==> config.mk <==
export PLATFORM = sky130hd
export DESIGN_NAME = mem_port_arbiter
export DESIGN_NICKNAME = d
export VERILOG_FILES = /design/src/rtl/mem_arb_pkg.sv /design/src/rtl/mem_arb_pick.sv /design/src/rtl/mem_port_arbiter.sv
export SDC_FILE = /design/constraint.sdc
export NUM_CORES = 1
export LEC_CHECK = 0
export CAP_MARGIN = 15
export CORE_AREA = 2 2 201 203
export CTS_CLUSTER_DIAMETER = 30
export DETAILED_ROUTE_END_ITERATION = 8
export DIE_AREA = 0 0 203 205
export SLEW_MARGIN = 25
export SYNTH_ARGS = -nofsm -noshare
export SYNTH_HDL_FRONTEND = slang
export SYNTH_HIERARCHICAL = 1
export SYNTH_SLANG_ARGS = --single-unit
==> constraint.sdc <==
create_clock -name clk -period 3.5 [get_ports clk]
set_clock_uncertainty 0.15 [all_clocks]
set_input_delay 0.875 -clock clk [delete_from_list [all_inputs] [get_ports clk]]
set_output_delay 0.875 -clock clk [all_outputs]
set_load 0.1 [all_outputs]
==> src/rtl/mem_arb_pkg.sv <==
// ----------------------------------------------------------------------------
// mem_arb_pkg
//   Shared encodings for the unified-memory port arbiter: FSM states, owner
//   encodings and the width of the latency / starvation counters.
// ----------------------------------------------------------------------------
package mem_arb_pkg;

    typedef enum logic {
        IDLE = 1'b0,
        WAIT = 1'b1
    } state_e;

    // Owner of the outstanding access.
    localparam logic OWN_IF = 1'b0;
    localparam logic OWN_D  = 1'b1;

    // Width of lat_cnt and starve_cnt (covers the 1..15 parameter range).
    localparam int CNT_W = 4;

endpackage

==> src/rtl/mem_arb_pick.sv <==
// ----------------------------------------------------------------------------
// mem_arb_pick
//   Combinational winner selection between the fetch and data ports.
//   Default build: data wins a conflict unless starve_cnt has reached
//   STARVE_LIMIT. With ARB_ROUND_ROBIN_EN defined: a conflict goes to the
//   port opposite last_owner.
// Ports
//   if_req      in   fetch request
//   d_req       in   data request
//   starve_cnt  in   consecutive fetch conflict losses (default build only)
//   last_owner  in   owner of the previous access (ARB_ROUND_ROBIN_EN only)
//   pick_if     out  fetch selected
//   pick_d      out  data selected
// ----------------------------------------------------------------------------
module mem_arb_pick
    import mem_arb_pkg::*;
#(
    parameter int STARVE_LIMIT = 3
) (
    input  logic             if_req,
    input  logic             d_req,
`ifdef ARB_ROUND_ROBIN_EN
    input  logic             last_owner,
`else
    input  logic [CNT_W-1:0] starve_cnt,
`endif
    output logic             pick_if,
    output logic             pick_d
);

    logic if_pref;   // fetch wins if both ports request

    always_comb begin
`ifdef ARB_ROUND_ROBIN_EN
        if_pref = (last_owner == OWN_D);
`else
        if_pref = (starve_cnt == CNT_W'(STARVE_LIMIT));
`endif
        pick_if = if_req & (~d_req | if_pref);
        pick_d  = d_req & ~pick_if;
    end

endmodule

==> src/rtl/mem_port_arbiter.sv <==
// ----------------------------------------------------------------------------
// mem_port_arbiter
//   Shares one single-ported unified memory between the instruction-fetch
//   port and the load/store data port. One access is outstanding at a time;
//   the response arrives MEM_LATENCY cycles after the grant and is routed
//   back to the port that won. cpu_stall is raised while either port waits.
//   Optional macro ARB_ROUND_ROBIN_EN selects round-robin conflict
//   resolution instead of data priority with a fetch starvation limit.
// Ports
//   clk, reset                      clock, asynchronous active-low reset
//   if_req/if_addr                  fetch request and address
//   if_gnt/if_rvalid/if_rdata       fetch grant, response strobe, data
//   d_req/d_we/d_addr/d_wdata       data request, store flag, address, data
//   d_gnt/d_rvalid/d_rdata          data grant, response strobe, load data
//   mem_en/mem_we/mem_addr/mem_wdata  memory access strobe and command
//   mem_rdata                       memory read data (MEM_LATENCY after mem_en)
//   cpu_stall                       pipeline hold
// ----------------------------------------------------------------------------
module mem_port_arbiter
    import mem_arb_pkg::*;
#(
    parameter int ADDR_WIDTH   = 64,
    parameter int DATA_WIDTH   = 64,
    parameter int MEM_LATENCY  = 2,
    parameter int STARVE_LIMIT = 3
) (
    input  logic                  clk,
    input  logic                  reset,
    input  logic                  if_req,
    input  logic [ADDR_WIDTH-1:0] if_addr,
    output logic                  if_gnt,
    output logic                  if_rvalid,
    output logic [DATA_WIDTH-1:0] if_rdata,
    input  logic                  d_req,
    input  logic                  d_we,
    input  logic [ADDR_WIDTH-1:0] d_addr,
    input  logic [DATA_WIDTH-1:0] d_wdata,
    output logic                  d_gnt,
    output logic                  d_rvalid,
    output logic [DATA_WIDTH-1:0] d_rdata,
    output logic                  mem_en,
    output logic                  mem_we,
    output logic [ADDR_WIDTH-1:0] mem_addr,
    output logic [DATA_WIDTH-1:0] mem_wdata,
    input  logic [DATA_WIDTH-1:0] mem_rdata,
    output logic                  cpu_stall
);

    state_e                state_q, state_d;
    logic [CNT_W-1:0]      lat_cnt_q, lat_cnt_d;
    logic                  owner_q;      // also serves as last_owner
    logic                  we_q;         // outstanding access is a store
    logic [DATA_WIDTH-1:0] if_rdata_q;
    logic [DATA_WIDTH-1:0] d_rdata_q;
    logic                  pick_if, pick_d;
    logic                  arb_en, grant, resp;

`ifndef ARB_ROUND_ROBIN_EN
    logic [CNT_W-1:0]      starve_cnt_q;
`endif

    mem_arb_pick #(
        .STARVE_LIMIT (STARVE_LIMIT)
    ) u_pick (
        .if_req     (if_req),
        .d_req      (d_req),
`ifdef ARB_ROUND_ROBIN_EN
        .last_owner (owner_q),
`else
        .starve_cnt (starve_cnt_q),
`endif
        .pick_if    (pick_if),
        .pick_d     (pick_d)
    );

    // NOTE: the grant path is combinational from the request inputs, so it is
    // gated by reset as well; otherwise a request held during reset would
    // leak through to if_gnt/d_gnt/mem_en/cpu_stall.
    assign arb_en = reset & (state_q == IDLE);
    assign if_gnt = arb_en & pick_if;
    assign d_gnt  = arb_en & pick_d;
    assign grant  = if_gnt | d_gnt;

    assign resp      = (state_q == WAIT) & (lat_cnt_q == CNT_W'(MEM_LATENCY));
    assign if_rvalid = resp & (owner_q == OWN_IF);
    assign d_rvalid  = resp & (owner_q == OWN_D);

    // Response data is visible in the rvalid cycle and held afterwards.
    assign if_rdata = if_rvalid ? mem_rdata : if_rdata_q;
    assign d_rdata  = (d_rvalid & ~we_q) ? mem_rdata : d_rdata_q;

    assign mem_en    = grant;
    assign mem_we    = d_gnt & d_we;
    assign mem_addr  = d_gnt ? d_addr : (if_gnt ? if_addr : '0);
    assign mem_wdata = (d_gnt & d_we) ? d_wdata : '0;

    assign cpu_stall = reset & ((if_req & ~if_gnt) | (d_req & ~d_gnt) |
                                ((state_q == WAIT) & ~(if_rvalid | d_rvalid)));

    // NOTE: every variable driven here gets a default first so no path
    // leaves it unassigned, which would infer a latch.
    always_comb begin
        state_d   = state_q;
        lat_cnt_d = lat_cnt_q;
        case (state_q)
            IDLE: begin
                if (grant) begin
                    state_d   = WAIT;
                    lat_cnt_d = CNT_W'(1);
                end
            end
            WAIT: begin
                if (resp) begin
                    state_d   = IDLE;
                    lat_cnt_d = '0;
                end else begin
                    lat_cnt_d = lat_cnt_q + CNT_W'(1);
                end
            end
            default: begin
                state_d   = IDLE;
                lat_cnt_d = '0;
            end
        endcase
    end

    // NOTE: state is updated with non-blocking assignments so every register
    // samples the pre-edge values regardless of statement order.
    always_ff @(posedge clk or negedge reset) begin
        if (!reset) begin
            state_q    <= IDLE;
            lat_cnt_q  <= '0;
            owner_q    <= OWN_IF;
            we_q       <= 1'b0;
            if_rdata_q <= '0;
            d_rdata_q  <= '0;
        end else begin
            state_q   <= state_d;
            lat_cnt_q <= lat_cnt_d;
            if (grant) begin
                owner_q <= d_gnt ? OWN_D : OWN_IF;
                we_q    <= d_gnt & d_we;
            end
            if (if_rvalid)
                if_rdata_q <= mem_rdata;
            if (d_rvalid & ~we_q)
                d_rdata_q <= mem_rdata;
        end
    end

`ifndef ARB_ROUND_ROBIN_EN
    // Counts consecutive conflicts lost by fetch; saturates at the counter max.
    always_ff @(posedge clk or negedge reset) begin
        if (!reset) begin
            starve_cnt_q <= '0;
        end else if (if_gnt) begin
            starve_cnt_q <= '0;
        end else if (d_gnt & if_req & (starve_cnt_q != {CNT_W{1'b1}})) begin
            starve_cnt_q <= starve_cnt_q + CNT_W'(1);
        end
    end
`endif

endmodule

* Yosys cells after proc, flatten, opt, wreduce, memory -nomap -nowiden
Cells that the tools add are included.
** Storage, ports and cells
- Output and inout port bits :: 263
- Input port bits :: 261
- Register bits :: 139
** Cells by class
- $add $sub $neg :: 2
- Bitwise logic cells :: 29
- Multiplexer cells :: 14
- Reductions and logical operators :: 1
- Equality and inequality tests :: 4
** Operator list (number)
- $mux W64 :: 5
- $and A1 B1 Y1 :: 16
- $mux W4 :: 4
- $add A4 B1 Y4 const B :: 2
- $eq A4 B2 Y1 const B :: 2
- $not A1 Y1 :: 8
- $pmux W4 S2 :: 1
- $or A1 B1 Y1 :: 5
- $ne A4 B4 Y1 const B :: 1
- $mux W1 :: 3
- $ne A2 B2 Y1 const B :: 1
- $pmux W1 S2 :: 1
- $reduce_bool A2 Y1 :: 1

* Logic depth before layout (Yosys ltp)
Gate-level depths: netlist of run 1.
- Depth in word-level cells :: 11
- Mapped depth :: 8
- Mapped depth without buffers :: 6

* By module
The synthesis of run 1 kept the hierarchy.
** Modules (own cells, without submodules)
- mem_port_arbiter :: area an instance 6432.4 um^2, cells each 488, sequential area each 3478.3 um^2, instances 1
- mem_arb_pick :: area an instance 27.5 um^2, cells each 4, sequential area each 0.0 um^2, instances 1

* Worst setup path before layout of run 1
OpenSTA, ideal clock, no wires.
- Path type :: in2out
- Start point :: in if_req
- End point :: out cpu_stall
- Arrival :: 3.490 ns
- Cell stages on the path :: 5
- Buffers on the path :: 0
- Required time :: 2.475 ns
- Path slack :: -1.015 ns
- Cell sequence :: inv_1 o21a_1 nand3b_1 a22oi_1 a21boi_0
** Between the ends
- Longest elaborated chain between the ends :: 9
- Elaborated cells between the ends (all ways) :: 12
- Classes of those cells :: 12 x bitwise
** RTL lines
- start: declaration :: line mem_port_arbiter.sv:29 : input logic if_req,
- $and A1 B1 Y1 :: line mem_arb_pick.sv:39 : pick_if = if_req & (~d_req | if_pref);
- $not A1 Y1 :: line mem_arb_pick.sv:40 : pick_d = d_req & ~pick_if;
- $and A1 B1 Y1 :: line mem_arb_pick.sv:40
- named net pick_d :: line mem_port_arbiter.sv:55 : logic pick_if, pick_d;
- $and A1 B1 Y1 :: line mem_port_arbiter.sv:81 : assign d_gnt = arb_en & pick_d;
- $not A1 Y1 :: line mem_port_arbiter.sv:97 : assign cpu_stall = reset & ((if_req & ~if_gnt) | (d_req & ~d_gnt) |
- $and A1 B1 Y1 :: line mem_port_arbiter.sv:97
- $or A1 B1 Y1 (2 in series) :: line mem_port_arbiter.sv:97
- $and A1 B1 Y1 :: line mem_port_arbiter.sv:97
- end: declaration :: line mem_port_arbiter.sv:46 : output logic cpu_stall
The timed path passes the listed nets, and every way through them passes these cells.

* Worst setup path in the final report of run 1
- Start point :: reg lat_cnt_q[0]
- End point :: out d_rdata[18]
** Between the ends
- Longest elaborated chain between the ends :: 5
** RTL lines
- start: declaration :: line mem_port_arbiter.sv:50 : logic [CNT_W-1:0] lat_cnt_q, lat_cnt_d;
- start signal: assignment :: line mem_port_arbiter.sv:139 : lat_cnt_q <= lat_cnt_d;
- $eq A4 B2 Y1 :: line mem_port_arbiter.sv:84 : assign resp = (state_q == WAIT) & (lat_cnt_q == CNT_W'(MEM_LATENCY));
- $and A1 B1 Y1 :: line mem_port_arbiter.sv:84
- $and A1 B1 Y1 :: line mem_port_arbiter.sv:86 : assign d_rvalid = resp & (owner_q == OWN_D);
- $and A1 B1 Y1 :: line mem_port_arbiter.sv:90 : assign d_rdata = (d_rvalid & ~we_q) ? mem_rdata : d_rdata_q;
- $mux W64
- end: declaration :: line mem_port_arbiter.sv:40 : output logic [DATA_WIDTH-1:0] d_rdata,
No other way between the ends.

==> metrics.txt, run 1 <==
total CTS buffers=17; final setup vio count=128; sequential share of the synthesized area=53.8%; post-route cell area=0.0174 sq mm; top_reg_cell synth=dfrtp_1; Initial Util=16.4%; number of cells in the finished layout apart from fillers=1,627; relative max-transition margin=40.0%; maximum net fanout on the critical path=8; commonest non-fill, non-tap cells in the layout=buf_12, clkdlybuf4s50_1, dfrtp_1, mux2_4, a22o_2; Post-synth EDFFs=0; post-synth top area cell=dfrtp_1; # H-tree levels=4; most used cell, CP=buf_12; share of the synthesized area in the top cell type=53.8%; Data arrival, critical path=2.63 ns; Reg area=0.00348 sq mm; RSZ-0062 raised after global routing=true; CP max stage delay=0.41 ns; Die X=203 microns; Port Buffers=roughly 520; clock latency on the worst-skew pair=0.43 ns; vias per cell=4.19; yosys warns=6; drc violations=0; Final Max Tran Viols=0; FFs w/ async S/R, synth=between 90% and 100%; CP required=about 2.5 ns; Min-Delay Path Class=reg -> reg; CP delay by family, top=simple AND/OR/NAND/NOR gates; placed instance area=0.0153 sq mm; CTS tree=done; clock-pin slew on the worst setup and hold paths=~0.06 ns; detailed placement HPWL=33,300 microns; pwr/cell area=1100 mW/mm^2; Die Y-Extent=205 microns; Total GRT Usage=19.7%; Distinct cells, synth=38; top cells by area, synth=dfrtp_1, mux2_2, a22o_1; largest net degree at the start of global routing=76; initial antenna violation count=14; Iteration-0 DRC Markers=364; Syn Nets=756; Max Clock Freq=~0.27 GHz; register bit count reported by yosys=139; multi-input logic area=between 0.003 and 0.004 sq mm; Cell Rows=73; Final Cycle Share=104%; commonest non-fill, non-tap cell in the layout=buf_12; crit-path cells=inv_2 -> ha_1 -> or3b_4 -> nor3_4 -> buf_12 -> buf_12 -> buf_16 -> mux2_4 -> buf_12; Final WS setup=-0.150 ns; post-layout util=about 44%; fin crit period=3.65 ns; IO Count=524; status=complete, but fails checks; dpl cells=1,530; Buf/Inv on CP=5; final WL=42,000 microns; Avg Cell Area, Syn=approximately 13 sq um; crit path kind=reg -> out; Hold Fails Final Rpt=0; Final nets=between 1,000 and 1,500; first-pass GRT wire length=57,600 microns; Max Cap Viol=0; clock sinks=between 100 and 150; LEAKAGE=7.52 nW; crit end category=output port; Worst setup SP type=flop; Clock Path Buffers=2; drt wl/cell=25.8 microns; Least-Margin Pin Slew=0.900 ns; core footprint=just under 0.04 sq mm; Synth Cell Area=0.00646 sq mm; FILL cells=~3,500; GPL Wtd Cong=0.936; via count=6,815; Die Footprint=roughly 0.042 sq mm; GRT overflow=0; CTS Hold Buffers Added=0; layout cells sized above 1=58.3%; pre-CTS setup slack=-0.228 ns; root buf cell=clkbuf_16; Peak supply drop=444 uV; antenna-violating nets left=0; P&R area growth vs syn=169%; drt pass-1 iters=4; final setup TNS=-11.76 ns; Syn Inst Count=492; crit path max-delay cell type=or3b_4; number of global-route vias before repair=7,402; failing checks=negative setup slack
## layout make-up
type                       instances  share of cell area, %
tap                              525                   3.79
clock buffer                      20                   2.63
antenna                           13                  0.187
sequential                       139                   20.0
clock inverter                    12                   1.07
inverter                           6                  0.159
timing repair buffer             607                   51.7
multi-input combinational        305                   20.5
## metrics by stage
stage	hold WS, ns	power [mW]
detailed placement	0.359	16.1
global route	0.377	19.6
finish	0.364	19.1
floorplan	0.316	10.8
global placement	0.338	16.0
CTS	0.367	19.0
## per-layer routing
metal	GRT usage, %	vias up	part of all wire, %
li1	-	3009	-
met2	36.0	344	53
met3	6.40	41	8.2
met1	21.0	3415	36
met4	7.64	6	3.2
met5	0	-	0.095
## registers in the layout (all words and copies together) (netlist names)
name	count
d_rdata_q	64
if_rdata_q	64
owner_q	1
we_q	1
state_q	1
lat_cnt_q	4
starve_cnt_q	4
## cells by family after synthesis
kind of cell | share of synthesized area [%]
adder cells (fa/ha/maj) | 0.581
buffers and inverters | 3.60
flip-flops | 53.8
AO/OA/AOI/OAI | 10.3
multiplexers | 22.6
XOR/XNOR | 0.136
AND/OR/NAND/NOR | 8.93
## path summary, 6_finish.rpt
check | start | to | slack [ns] | cells past startpoint
min | if_rdata_q[53] | if_rdata_q[53] | 0.36 | 1
min in group asynchronous | reset | starve_cnt_q[1] | 0.41 | 2
max | lat_cnt_q[0] | d_rdata[18] | -0.15 | 9
max reg2reg | lat_cnt_q[0] | d_rdata_q[39] | 0.96 | 10
max in group asynchronous | reset | if_rdata_q[33] | 1.41 | 3
min reg2reg | if_rdata_q[53] | if_rdata_q[53] | 0.36 | 1
## power breakdown
| part | internal [mW] | switching [mW] |
|---|---|---|
| Sequential | 2.37 | 0.278 |
| Combinational | 5.45 | 8.98 |
| Clock | 1.24 | 0.743 |
| Total | 9.06 | 10.0 |
## cells in the mapped netlist (3+ instances only)
master / n
a22o_1: 65
nand3_1: 3
buf_4: 4
inv_1: 6
buf_6: 4
mux2_1: 4
clkbuf_1: 27
and3_1: 65
a21oi_1: 4
mux2_2: 124
nand2_1: 6
buf_2: 6
ha_1: 3
o21ai_0: 3
nor2_1: 3
dfrtp_1: 139
## repair_timing
| action | 4_1_cts | 5_1_grt |
|---|---|---|
| endpoints found under the setup margin | 260 | 182 |
| gates resized for setup | 165 | 43 |
| cloned | 11 | 2 |
| setup buffers | 28 | 18 |
| pin swaps | 2 | 19 |
Note: power is estimated with default switching activity, not from simulation.
==> inputs of run 2 (changes only) <==
--- a/config.mk
+++ b/config.mk
@@ -8,6 +8,7 @@
 export CAP_MARGIN = 15
 export CORE_AREA = 2 2 201 203
 export CTS_CLUSTER_DIAMETER = 30
+export CTS_CLUSTER_SIZE = 25
 export DETAILED_ROUTE_END_ITERATION = 8
 export DIE_AREA = 0 0 203 205
 export SLEW_MARGIN = 25
==> results of run 2 <==
No change in the layout: final DEF, timing and power equal those of run 1.
==> inputs of run 3 (changes only) <==
--- a/config.mk
+++ b/config.mk
@@ -11,7 +11,6 @@
 export CTS_CLUSTER_SIZE = 25
 export DETAILED_ROUTE_END_ITERATION = 8
 export DIE_AREA = 0 0 203 205
-export SLEW_MARGIN = 25
 export SYNTH_ARGS = -nofsm -noshare
 export SYNTH_HDL_FRONTEND = slang
 export SYNTH_HIERARCHICAL = 1
==> run 3 against run 2 <==
- the run still ends with negative setup slack left
- clock power is essentially flat
- setup slack lost 0.0049 ns
- core utilization is essentially flat
- via count grew 0.37%
- flip-flop and latch count is the same
- total power is essentially flat
- combinational power is essentially flat
- first-iteration DRC count shrank 19%
- design area is essentially flat
- routed wire length grew 0.32%
- non-clock buffer count is the same
- critical path type unchanged
- critical endpoint unchanged
- largest cell class unchanged
==> metrics.txt, run 3 (synthesis results as in run 1) <==
status=complete, but fails checks; failing checks=negative setup slack; Worst R2R Path Depth=10; Worst path depth=9; pre-CTS setup slack=-0.228 ns; number of cells in the finished layout apart from fillers=1,625; crit path kind=reg -> out; via count=approximately 6,800; relative max-transition margin=roughly a third; Initial Util=~16%; clock-pin slew on the worst setup and hold paths=0.06 ns; Least-Margin Pin Slew=around 0.97 ns; root buf cell=clkbuf_16; drc violations=0; detailed placement HPWL=33,300 microns; core footprint=~0.039 sq mm; Buf/Inv on CP=5; crit path max-delay cell type=or3b_4; CTS tree=done; Port Buffers=523; FILL cells=around 3,500; largest net degree at the start of global routing=76; Hold Fails Final Rpt=0; Max Clock Freq=0.274 GHz; Final nets=1,340; Worst setup SP type=flop; LEAKAGE=around 7.5 nW; first-pass GRT wire length=57,600 microns; Final Max Tran Viols=0; maximum net fanout on the critical path=8; clock latency on the worst-skew pair=0.43 ns; # H-tree levels=4; pwr/cell area=1100 mW/mm^2; total CTS buffers=17; Max Cap Viol=0; drt wl/cell=25.9 microns; multi-input logic area=0.00355 sq mm; antenna-violating nets left=0; Min-Delay Path Class=reg -> reg; CP delay by family, top=buffers and inverters; Die Y-Extent=between 200 and 250 microns; Die X=roughly 200 microns; Iteration-0 DRC Markers=slightly below 300; R2R Path Start=lat_cnt_q[0]; Final Cycle Share=104%; IO Count=524; CP required=2.47 ns; initial antenna violation count=14; Worst Setup EP=d_rdata[18]; Die Footprint=0.0416 sq mm; GPL Wtd Cong=about 0.94; Peak supply drop=444 uV; final WL=about 42,000 microns; Total GRT Usage=19.7%; P&R area growth vs syn=168%; R2R Setup Slk=0.97 ns; CP max stage delay=0.41 ns; most used cell, CP=buf_12; crit-path cells=inv_2 -> ha_1 -> or3b_4 -> nor3_4 -> buf_12 -> buf_12 -> buf_16 -> mux2_4 -> buf_12; Data arrival, critical path=roughly 2.6 ns; commonest non-fill, non-tap cell in the layout=buf_12; dpl cells=1,530; final hold slack=0.364 ns; vias per cell=4.21; Final WS setup=-0.155 ns; final setup vio count=around 130; placed instance area=0.0153 sq mm; Clock Path Buffers=2; crit end category=output port; layout cells sized above 1=58.3%; Worst Setup SP=lat_cnt_q[0]; clock sinks=139; GRT overflow=0; commonest non-fill, non-tap cells in the layout=buf_12, clkdlybuf4s50_1, dfrtp_1, mux2_4, a22o_2; Cell Rows=between 70 and 80; FF-to-FF End=d_rdata_q[39]; Largest regs=d_rdata_q: 64 flops, if_rdata_q: 64 flops; fin crit period=between 3 and 4 ns; Reg area=0.00348 sq mm; number of global-route vias before repair=7,402; post-route cell area=0.0173 sq mm; final setup TNS=-11.68 ns; drt pass-1 iters=4; RSZ-0062 raised after global routing=true
-- run 3: worst min path at each step --
| stage | startpoint | end | slack (ns) | cells after the start |
|---|---|---|---|---|
| 3_3_place_gp | lat_cnt_q[2] | lat_cnt_q[2] | 0.34 | 1 |
| 2_1_floorplan | lat_cnt_q[2] | lat_cnt_q[2] | 0.32 | 1 |
| 3_5_place_dp | lat_cnt_q[2] | lat_cnt_q[2] | 0.36 | 1 |
| 4_1_cts | d_rdata_q[35] | d_rdata_q[35] | 0.37 | 1 |
| 6_report | if_rdata_q[53] | if_rdata_q[53] | 0.36 | 1 |
| 5_1_grt | d_rdata_q[48] | d_rdata_q[48] | 0.38 | 1 |
-- run 3: cell type report --
| class | instances | share of cell area [%] |
|---|---|---|
| well taps | 525 | 3.79 |
| inverters | 6 | 0.159 |
| multi-input cells | 305 | 20.5 |
| diodes | 11 | 0.159 |
| flip-flops and latches | 139 | 20.1 |
| repair buffers | 607 | 51.7 |
| clock buffers | 20 | 2.63 |
| clock inverters | 12 | 1.07 |
-- run 3: layer usage --
layer | GRT usage [%] | routed length (microns) | vias to the layer above
met5 | 0 | 40 | -
met4 | 7.64 | 1330 | 6
met3 | 6.40 | 3370 | 41
met2 | 36.0 | 22300 | 335
met1 | 21.0 | 15100 | 3453
li1 | - | - | 3005
-- run 3: stage by stage --
stage | total power [mW] | utilization [%]
global route | 19.6 | 44.0
CTS | 19.0 | 43.4
detailed placement | 16.1 | 38.9
global placement | 16.0 | 38.9
floorplan | 10.8 | -
finish | 19.1 | 44.1
-- run 3: what timing repair did --
item,in CTS,in global routing
pin swaps,2,19
cloned,11,2
endpoints found under the setup margin,260,182
buffers inserted,28,18
hold buffers,0,0
gates resized for setup,165,43
-- run 3: worst register-to-register path, cell delays in order (launching register included) --
cell and delay, ns:
dfrtp_1 0.40, inv_2 0.07, ha_1 0.13, or3b_4 0.41, nor3_4 0.25, buf_12 0.16
buf_12 0.11, buf_16 0.14, mux2_4 0.35, buf_4 0.14, buf_4 0.12
-- run 3: report_power, final --
part | total [mW] | internal, mW | switching, mW
Clock | 1.99 | 1.24 | 0.744
Combinational | 14.4 | 5.45 | 8.98
Sequential | 2.65 | 2.37 | 0.277
Total | 19.1 | 9.06 | 10.0
